$ cat config.mk
export PLATFORM = sky130hd
export DESIGN_NAME = seg7_reader
export DESIGN_NICKNAME = d
export VERILOG_FILES = /design/src/rtl/seg7_pkg.sv /design/src/rtl/seg7_glyph_match.sv /design/src/rtl/seg7_reader.sv
export SDC_FILE = /design/constraint.sdc
export NUM_CORES = 1
export LEC_CHECK = 0
export ABC_AREA = 1
export CAP_MARGIN = 20
export CORE_ASPECT_RATIO = 0.7
export CORE_UTILIZATION = 55
export CTS_CLUSTER_SIZE = 14
export DETAILED_ROUTE_END_ITERATION = 12
export PLACE_DENSITY = 0.77
export RECOVER_POWER = 100
export SETUP_SLACK_MARGIN = 0.3
export SYNTH_ARGS = -nofsm -noshare
export SYNTH_HDL_FRONTEND = slang
export SYNTH_SLANG_ARGS = --single-unit
$ cat constraint.sdc
create_clock -name clk -period 1.9 [get_ports clk]
set_input_delay 0.19 -clock clk [delete_from_list [all_inputs] [get_ports clk]]
set_output_delay 0.19 -clock clk [all_outputs]
set_load 0.02 [all_outputs]
$ cat src/rtl/seg7_pkg.sv
// rtl/seg7_pkg.sv - shared glyph constants, segment indices and FSM state type for seg7_reader
package seg7_pkg;

    // Segment bit positions on the 7-bit bus (bit0 = top, clockwise, bit6 = middle)
    localparam int SEG_TOP       = 0;
    localparam int SEG_UPR_RIGHT = 1;
    localparam int SEG_LWR_RIGHT = 2;
    localparam int SEG_BOTTOM    = 3;
    localparam int SEG_LWR_LEFT  = 4;
    localparam int SEG_UPR_LEFT  = 5;
    localparam int SEG_MIDDLE    = 6;

    localparam logic [6:0] GLYPH_0     = 7'b0111111;
    localparam logic [6:0] GLYPH_1     = 7'b0000110;
    localparam logic [6:0] GLYPH_2     = 7'b1011011;
    localparam logic [6:0] GLYPH_3     = 7'b1001111;
    localparam logic [6:0] GLYPH_4     = 7'b1100110;
    localparam logic [6:0] GLYPH_5     = 7'b1101101;
    localparam logic [6:0] GLYPH_6     = 7'b1111100;
    localparam logic [6:0] GLYPH_7     = 7'b0000111;
    localparam logic [6:0] GLYPH_8     = 7'b1111111;
    localparam logic [6:0] GLYPH_9     = 7'b1100111;
    localparam logic [6:0] GLYPH_BLANK = 7'b0000000;

    // Alternate renderings some display drivers use for 6, 7 and 9
    localparam logic [6:0] GLYPH_6_ALT = 7'b1111101;
    localparam logic [6:0] GLYPH_7_ALT = 7'b0100111;
    localparam logic [6:0] GLYPH_9_ALT = 7'b1101111;

    localparam logic [3:0] DIGIT_INVALID = 4'hF;

    typedef enum logic {
        ST_WAIT = 1'b0,
        ST_EMIT = 1'b1
    } state_e;

    typedef struct packed {
        logic [3:0] digit;
        logic       blank;
        logic       glyph_err;
    } glyph_t;

    function automatic glyph_t make_glyph(input logic [3:0] digit);
        glyph_t g;
        g.digit     = digit;
        g.blank     = 1'b0;
        g.glyph_err = 1'b0;
        return g;
    endfunction

endpackage

$ cat src/rtl/seg7_glyph_match.sv
// rtl/seg7_glyph_match.sv - combinational segment pattern to digit decoder; SEG7_ALT_GLYPH_EN adds alternate 6/7/9 glyphs
module seg7_glyph_match
    import seg7_pkg::*;
(
    input  logic [6:0] pattern_i,
    output glyph_t     glyph_o
);

    always_comb begin
        glyph_o.digit     = DIGIT_INVALID;
        glyph_o.blank     = 1'b0;
        glyph_o.glyph_err = 1'b1;
        case (pattern_i)
            GLYPH_0:     glyph_o = make_glyph(4'd0);
            GLYPH_1:     glyph_o = make_glyph(4'd1);
            GLYPH_2:     glyph_o = make_glyph(4'd2);
            GLYPH_3:     glyph_o = make_glyph(4'd3);
            GLYPH_4:     glyph_o = make_glyph(4'd4);
            GLYPH_5:     glyph_o = make_glyph(4'd5);
            GLYPH_6:     glyph_o = make_glyph(4'd6);
            GLYPH_7:     glyph_o = make_glyph(4'd7);
            GLYPH_8:     glyph_o = make_glyph(4'd8);
            GLYPH_9:     glyph_o = make_glyph(4'd9);
`ifdef SEG7_ALT_GLYPH_EN
            GLYPH_6_ALT: glyph_o = make_glyph(4'd6);
            GLYPH_7_ALT: glyph_o = make_glyph(4'd7);
            GLYPH_9_ALT: glyph_o = make_glyph(4'd9);
`endif
            GLYPH_BLANK: begin
                glyph_o.digit     = DIGIT_INVALID;
                glyph_o.blank     = 1'b1;
                glyph_o.glyph_err = 1'b0;
            end
            default: begin
                glyph_o.digit     = DIGIT_INVALID;
                glyph_o.blank     = 1'b0;
                glyph_o.glyph_err = 1'b1;
            end
        endcase
    end

endmodule

$ cat src/rtl/seg7_reader.sv
// rtl/seg7_reader.sv - glitch-filtering 7-segment bus reader emitting one ready/valid record per newly settled glyph (option SEG7_ALT_GLYPH_EN)
module seg7_reader
    import seg7_pkg::*;
#(
    parameter int STABLE_CYCLES = 4,
    parameter int CNT_W         = 8
) (
    input  logic       clk,
    input  logic       reset,
    input  logic [6:0] segments,
    input  logic       out_ready,
    output logic       out_valid,
    output logic [3:0] digit,
    output logic       blank,
    output logic       glyph_err,
    output logic       overrun
);

    localparam logic [CNT_W-1:0] CNT_MAX = CNT_W'(STABLE_CYCLES);

    logic [6:0]       seg_q;
    logic [CNT_W-1:0] cnt_q, cnt_d;
    logic [6:0]       last_pat_q;
    logic             have_last_q;
    state_e           state_q;
    logic             out_valid_q;
    logic [3:0]       digit_q;
    logic             blank_q;
    logic             glyph_err_q;
    logic             overrun_q;
    logic             settled;
    logic             is_new;
    glyph_t           glyph;

    // Run length of identical samples, saturating once the pattern has settled
    always_comb begin
        cnt_d = cnt_q;
        if (segments != seg_q) begin
            cnt_d = '0;
        end else if (cnt_q != CNT_MAX) begin
            cnt_d = cnt_q + 1'b1;
        end
    end

    always_ff @(posedge clk) begin
        if (reset) begin
            seg_q <= '0;
            cnt_q <= '0;
        end else begin
            seg_q <= segments;
            cnt_q <= cnt_d;
        end
    end

    assign settled = (cnt_q == CNT_MAX);
    assign is_new  = !have_last_q || (seg_q != last_pat_q);

    seg7_glyph_match u_match (
        .pattern_i (seg_q),
        .glyph_o   (glyph)
    );

    always_ff @(posedge clk) begin
        if (reset) begin
            state_q     <= ST_WAIT;
            last_pat_q  <= '0;
            have_last_q <= 1'b0;
            out_valid_q <= 1'b0;
            digit_q     <= '0;
            blank_q     <= 1'b0;
            glyph_err_q <= 1'b0;
            overrun_q   <= 1'b0;
        end else begin
            case (state_q)
                ST_WAIT: begin
                    if (settled && is_new) begin
                        digit_q     <= glyph.digit;
                        blank_q     <= glyph.blank;
                        glyph_err_q <= glyph.glyph_err;
                        last_pat_q  <= seg_q;
                        have_last_q <= 1'b1;
                        out_valid_q <= 1'b1;
                        state_q     <= ST_EMIT;
                    end
                end
                ST_EMIT: begin
                    // A fresh pattern is only flagged here; it is picked up after the handshake
                    if (settled && (seg_q != last_pat_q)) begin
                        overrun_q <= 1'b1;
                    end
                    if (out_valid_q && out_ready) begin
                        out_valid_q <= 1'b0;
                        state_q     <= ST_WAIT;
                    end
                end
                default: state_q <= ST_WAIT;
            endcase
        end
    end

    assign out_valid = out_valid_q;
    assign digit     = digit_q;
    assign blank     = blank_q;
    assign glyph_err = glyph_err_q;
    assign overrun   = overrun_q;

endmodule

==> impl_metrics.json, run 1 <==
{
  "status": "finished, final reports clean",
  "grt_usage_pct": 23.3,
  "path_buf_inv": 2,
  "fin_ws_ns": 0.180,
  "yosysTopAreaCellShare_pct": 38.3,
  "wl_per_cell_um": 13.2,
  "drtPass1Iterations": 4,
  "p_total_mw": 1.53,
  "required_ns": 2.04,
  "vdd_drop_max_v": 0.000651,
  "hold_path.class": "in2reg",
  "ys_types": 27,
  "grt.overflow.total": 0,
  "ios": 18,
  "finalHoldViolCount": 0,
  "grt_pass1_wl_um": 5330,
  "gp_congestion": 0.919,
  "crit_family": "simple AND/OR/NAND/NOR gates",
  "power_density_nw_per_um2": 705,
  "fillCellCount": 227,
  "via_per_inst": 5.21,
  "critPathLaunchType": "register",
  "floorplan.initialDensity_pct": 58.8,
  "mostFrequentLayoutCells": "nand2_1 (63), nor2_1 (37), dfxtp_1 (26)",
  "layout-drive-gt1-share_pct": 20.8,
  "final_area_um2": 2170,
  "routed_wl_um": 4100,
  "power.share.clock_pct": 47.1,
  "final_common_cell": "nand2_1",
  "leakagePower_nw": 0.906,
  "area_delta_synth_final_pct": 29.8,
  "grt_antenna_before_repair": 0,
  "slowest_stage": "dfxtp_4",
  "maxCapViolations": 0,
  "worstMarginPinSlew_ns": 0.957,
  "fmax_mhz": 581,
  "die_area_um2": 3270,
  "post-route-min-period_ns": 1.72,
  "fin_skew_ns": 0.00390,
  "drtIter0Drc": 93,
  "synth_area_leaders": "dfxtp_1 (38%), nand2_1 (14%), nor2_1 (9.0%)",
  "p_sw_mw": 0.342,
  "cellInternalPower_mw": 1.19,
  "dpl_cell_area_um2": 1860,
  "synth_seq_cells": 32,
  "clock-sinks": 32,
  "slowest_delay_ns": 0.36,
  "comb_power_share_pct": 7.6,
  "io_buffers": 17,
  "cp_max_fo": 7,
  "dp_hpwl_um": 2550,
  "routed-via-count": 1616,
  "grt_max_degree": 20,
  "cts_tree": "built",
  "syn_area_per_cell_um2": 6.94,
  "synth_top_cell_by_area": "dfxtp_1",
  "path_cells": "inv_4 > ha_4 > nand3b_1 > nor2_4 > clkinv_4 > nor2_4 > nand2_1 > nand2_1 > a21oi_2",
  "root_buffer": "clkbuf_8",
  "htreeDepth": 2,
  "cts.reportedPaths.clkPinSlew_ns": 0.07,
  "yosysWarningCount": 0,
  "swShare_pct": 22.3,
  "die_w_um": 67.9,
  "timing.final.crit_share_pct": 90.5,
  "synthesis.area_um2": 1670,
  "setup_viol": 0,
  "core_um2": 2840,
  "worstPathArrival_ns": 1.86,
  "p_seq_share_pct": 45.3,
  "fin_cells": 310,
  "drc": 0,
  "antenna_cells": 0,
  "setup_tns_ns": 0,
  "critPathKind": "reg2reg",
  "synthCells": 241,
  "ctsHoldBuffers": 0,
  "rsz0062_at_grt": "yes",
  "cts_made_buffers": 5,
  "cts_buffer_depth": 2,
  "yosysSeqAreaShare_pct": 38.3,
  "cp-end-kind": "register",
  "slew_violations": 0,
  "die_y_um": 48.1,
  "fin_nets": 285,
  "hold_slack_ns": 0.455,
  "post-place-cells": 291,
  "fp-row-count": 16,
  "dp_slack_ns": 0.166,
  "slew_headroom_pct": 36.2,
  "final_core_util_pct": 76.4,
  "antenna_left": 0,
  "clk_latency_ns": 0.29,
  "syn-num-nets": 253,
  "grt_pass1_vias": 1170
}
## state kept, by name, summed over array words and instances, names as in the netlist
signal	flops
cnt_q	8
last_pat_q	7
seg_q	7
digit	4
blank	1
glyph_err	1
have_last_q	1
out_valid	1
overrun	1
state_q	1
## synth_stat cells
library cell,n
o2111ai_1,1
nand2_2,1
a211oi_1,1
nand2_1,63
nand4_1,4
nand3_1,17
xor2_1,6
nor3_1,2
a21oi_2,1
nand3_4,1
inv_1,25
dfxtp_1,32
nand3_2,1
o22ai_1,1
buf_2,2
nor2_1,40
buf_6,4
inv_2,3
ha_1,2
clkbuf_1,2
nand3b_1,2
or2_2,1
nor2_2,4
nor2_8,1
a21oi_1,17
nand2_4,1
xnor2_1,6
## per-layer routing
metal / vias to the layer above / share of wire [%] / global-route usage, %
met2: 60 / 43 / 31.9
met3: 13 / 6.2 / 6.31
met1: 723 / 48 / 34.3
met5: - / 0 / 0
li1: 820 / - / -
met4: 0 / 2.3 / 10.0
## final timing paths
path / slack, ns / cells past startpoint / to / start
worst max-delay path: 0.18 / 9 / last_pat_q[1] / cnt_q[1]
worst min-delay path: 0.45 / 3 / seg_q[2] / segments[2]
worst min register to register: 0.48 / 2 / cnt_q[7] / cnt_q[7]
worst max register to register: 0.18 / 9 / last_pat_q[1] / cnt_q[1]
## logic make-up after synthesis
| family | count (synthesis) | synth area share, % |
|---|---|---|
| DFF | 32 | 38.3 |
| AOI/OAI and AO/OA | 21 | 6.96 |
| and+or+nand+nor | 138 | 36.9 |
| adders and majority gates | 2 | 1.50 |
| buffers and inverters | 36 | 10.0 |
| xor gates and xnor gates | 12 | 6.28 |
## cell type report
cell class	count	area (µm²)	share of cell area (%)
multi-input combinational	175	951	43.8
sequential	32	651	30.0
clock buffer	7	96.3	4.44
tap	36	45.0	2.07
inverter	28	113	5.18
timing repair buffer	31	287	13.2
clock inverter	1	30.0	1.38
## power groups by stage
| stage | sequential (mW) | combinational [mW] | clock [mW] |
|---|---|---|---|
| after floorplan | 0.701 | 0.0731 | 0 |
| after global placement | 0.707 | 0.107 | 0 |
| after detailed placement | 0.707 | 0.108 | 0 |
| after CTS | 0.692 | 0.109 | 0.719 |
| after global routing | 0.694 | 0.127 | 0.750 |
| final | 0.693 | 0.116 | 0.721 |
## timing repair
action | 4_1_cts | 5_1_grt
pin swaps | 2 | 12
hold endpoints to repair | 0 | 0
cloned | 0 | 2
setup buffers | 3 | 6
endpoints found under the setup margin | 12 | 23
gates resized for setup | 0 | 34
## worst reg2reg max path, stage by stage (launching register included)
cell and delay [ns]:
dfxtp_4 0.36, inv_4 0.05, ha_4 0.12, nand3b_1 0.13
nor2_4 0.21, clkinv_4 0.12, nor2_4 0.15, nand2_1 0.22
nand2_1 0.15, a21oi_2 0.06
(Power assumes the default switching activity.)
==> inputs of run 2 (changes only) <==
Settings changed: ABC_CLOCK_PERIOD_IN_PS from default to 1700, CTS_BUF_LIST from default to sky130_fd_sc_hd__clkbuf_16.
Clock period 1.9 ns to 1.7 ns, I/O delays scaled along.
==> run 2 against run 1 <==
  * Clock skew hardly changed
  * Sequential share of layout area is 0.28 points higher
  * Total power increased by 13%
  * Largest cell class unchanged
  * First-iteration DRC count is 20% higher
  * Clock power up 13%
  * Combinational power up 16%
  * Worst hold slack better by 0.013 ns
  * Final cell count grew 0.32%
  * Final area is 0.92% lower
==> impl_metrics.json, run 2 (synthesis results as in run 1) <==
{
  "vdd_drop_max_v": 0.000890,
  "worstPathArrival_ns": 1.71,
  "cp-end-kind": "register",
  "floorplan.initialDensity_pct": 58.8,
  "grt_pass1_vias": 1312,
  "largest_reg_flops": 8,
  "die_area_um2": 3270,
  "status": "finished, final reports clean",
  "leakagePower_nw": 0.924,
  "cts_tree": "built",
  "die_y_um": 48.1,
  "area_delta_synth_final_pct": 28.6,
  "rsz0062_at_grt": "yes",
  "use_met3_pct": 7.24,
  "critPathKind": "reg2reg",
  "cp_max_fo": 6,
  "root_buffer": "clkbuf_16",
  "via_per_inst": 5.06,
  "cts.reportedPaths.clkPinSlew_ns": 0.05,
  "worstMarginPinSlew_ns": 0.867,
  "drtPass1Iterations": 4,
  "core_um2": 2840,
  "required_ns": 1.88,
  "routed-via-count": 1575,
  "final_common_cell": "nand2_1",
  "cts_made_buffers": 5,
  "maxCapViolations": 0,
  "setup_viol": 0,
  "finalHoldViolCount": 0,
  "cts_buffer_depth": 2,
  "grt_max_degree": 20,
  "final_core_util_pct": 75.7,
  "slew_headroom_pct": 42.2,
  "htreeDepth": 2,
  "die_w_um": 67.9,
  "fmax_mhz": 657,
  "fin_ws_ns": 0.177,
  "routed_wl_um": 4120,
  "clock-sinks": 32,
  "clk_latency_ns": 0.27,
  "grt.overflow.total": 0,
  "grt_antenna_before_repair": 0,
  "fin_nets": 286,
  "power_density_nw_per_um2": 800,
  "reg_top3": "cnt_q x8, last_pat_q x7, seg_q x7",
  "drc": 0,
  "grt_usage_pct": 26.1,
  "slew_violations": 0,
  "grt_pass1_wl_um": 5960,
  "top_register": "cnt_q",
  "busiest_layer": "met2",
  "setup_tns_ns": 0,
  "antenna_cells": 0,
  "fin_skew_ns": 0.00401,
  "fp-row-count": 16,
  "dpl_cell_area_um2": 1890,
  "drtIter0Drc": 112,
  "hold_path.class": "reg2reg",
  "final_area_um2": 2150,
  "dp_slack_ns": 0.0282,
  "gp_congestion": 0.841,
  "dp_hpwl_um": 2590,
  "ios": 18,
  "mostFrequentLayoutCells": "nand2_1 (60), nor2_1 (35), dfxtp_1 (26)",
  "layout-drive-gt1-share_pct": 21.1,
  "met2_usage_pct": 39.6,
  "io_buffers": 17,
  "critPathLaunchType": "register",
  "ctsHoldBuffers": 0,
  "timing.final.crit_share_pct": 89.6,
  "antenna_left": 0,
  "post-route-min-period_ns": 1.52,
  "p_total_mw": 1.72,
  "grtUsageMet1_pct": 35.8,
  "wl_per_cell_um": 13.2
}
## run 2: changes by cell type in the layout (fill, tap and decap cells not counted), sizes merged
cell and delta:
bufinv -1, clkbuf +6, nand2 -1, buf +2, dlygate4sd2 +1, nor2 -1
inv +3, dlygate4sd3 -8
## run 2: worst max-delay path, cell delays in order, from the launching register on
cell and delay (ns):
dfxtp_2 0.32, inv_2 0.07, ha_4 0.12, nand3b_1 0.09
nor2_1 0.19, inv_2 0.10, nor2_8 0.14, buf_6 0.14
nand3_1 0.09, a21oi_1 0.18
## run 2: what timing repair did
action	in CTS	in global routing
setup endpoints to repair	25	32
setup buffers	6	2
pin swaps	8	13
resized for setup	17	30
## run 2: cell type report
type / count / area, µm²
multi-input combinational: 173 / 941
fill: 229 / 691
sequential: 32 / 651
timing repair buffer: 34 / 274
clock buffer: 5 / 125
inverter: 28 / 105
tap: 36 / 45.0
clock inverter: 3 / 11.3
## run 2: through the flow
stage               hold slack [ns]  std cells
CTS                           0.469        309
finish                        0.467        311
global route                  0.483        311
floorplan                     0.277        241
global placement              0.458        295
detailed placement            0.461        295
## run 2: where the power goes
group | total [mW] | internal [mW] | leakage, nW | switching (mW)
Sequential | 0.777 | 0.762 | 0.262 | 0.0153
Combinational | 0.134 | 0.0550 | 0.588 | 0.0786
Clock | 0.812 | 0.524 | 0.0738 | 0.288
## run 2: worst paths after layout
kind	slack [ns]	to	cells past startpoint	startpoint
setup / recovery	0.18	last_pat_q[2]	9	cnt_q[0]
hold / removal	0.47	cnt_q[7]	2	cnt_q[7]
setup reg to reg	0.18	last_pat_q[2]	9	cnt_q[0]
hold reg to reg	0.47	cnt_q[7]	2	cnt_q[7]
## run 2: routing by layer
layer | vias to the layer above | routed length, µm
met5 | - | 0
met4 | 0 | 55
met3 | 7 | 258
li1 | 818 | -
met1 | 704 | 1890
met2 | 46 | 1910
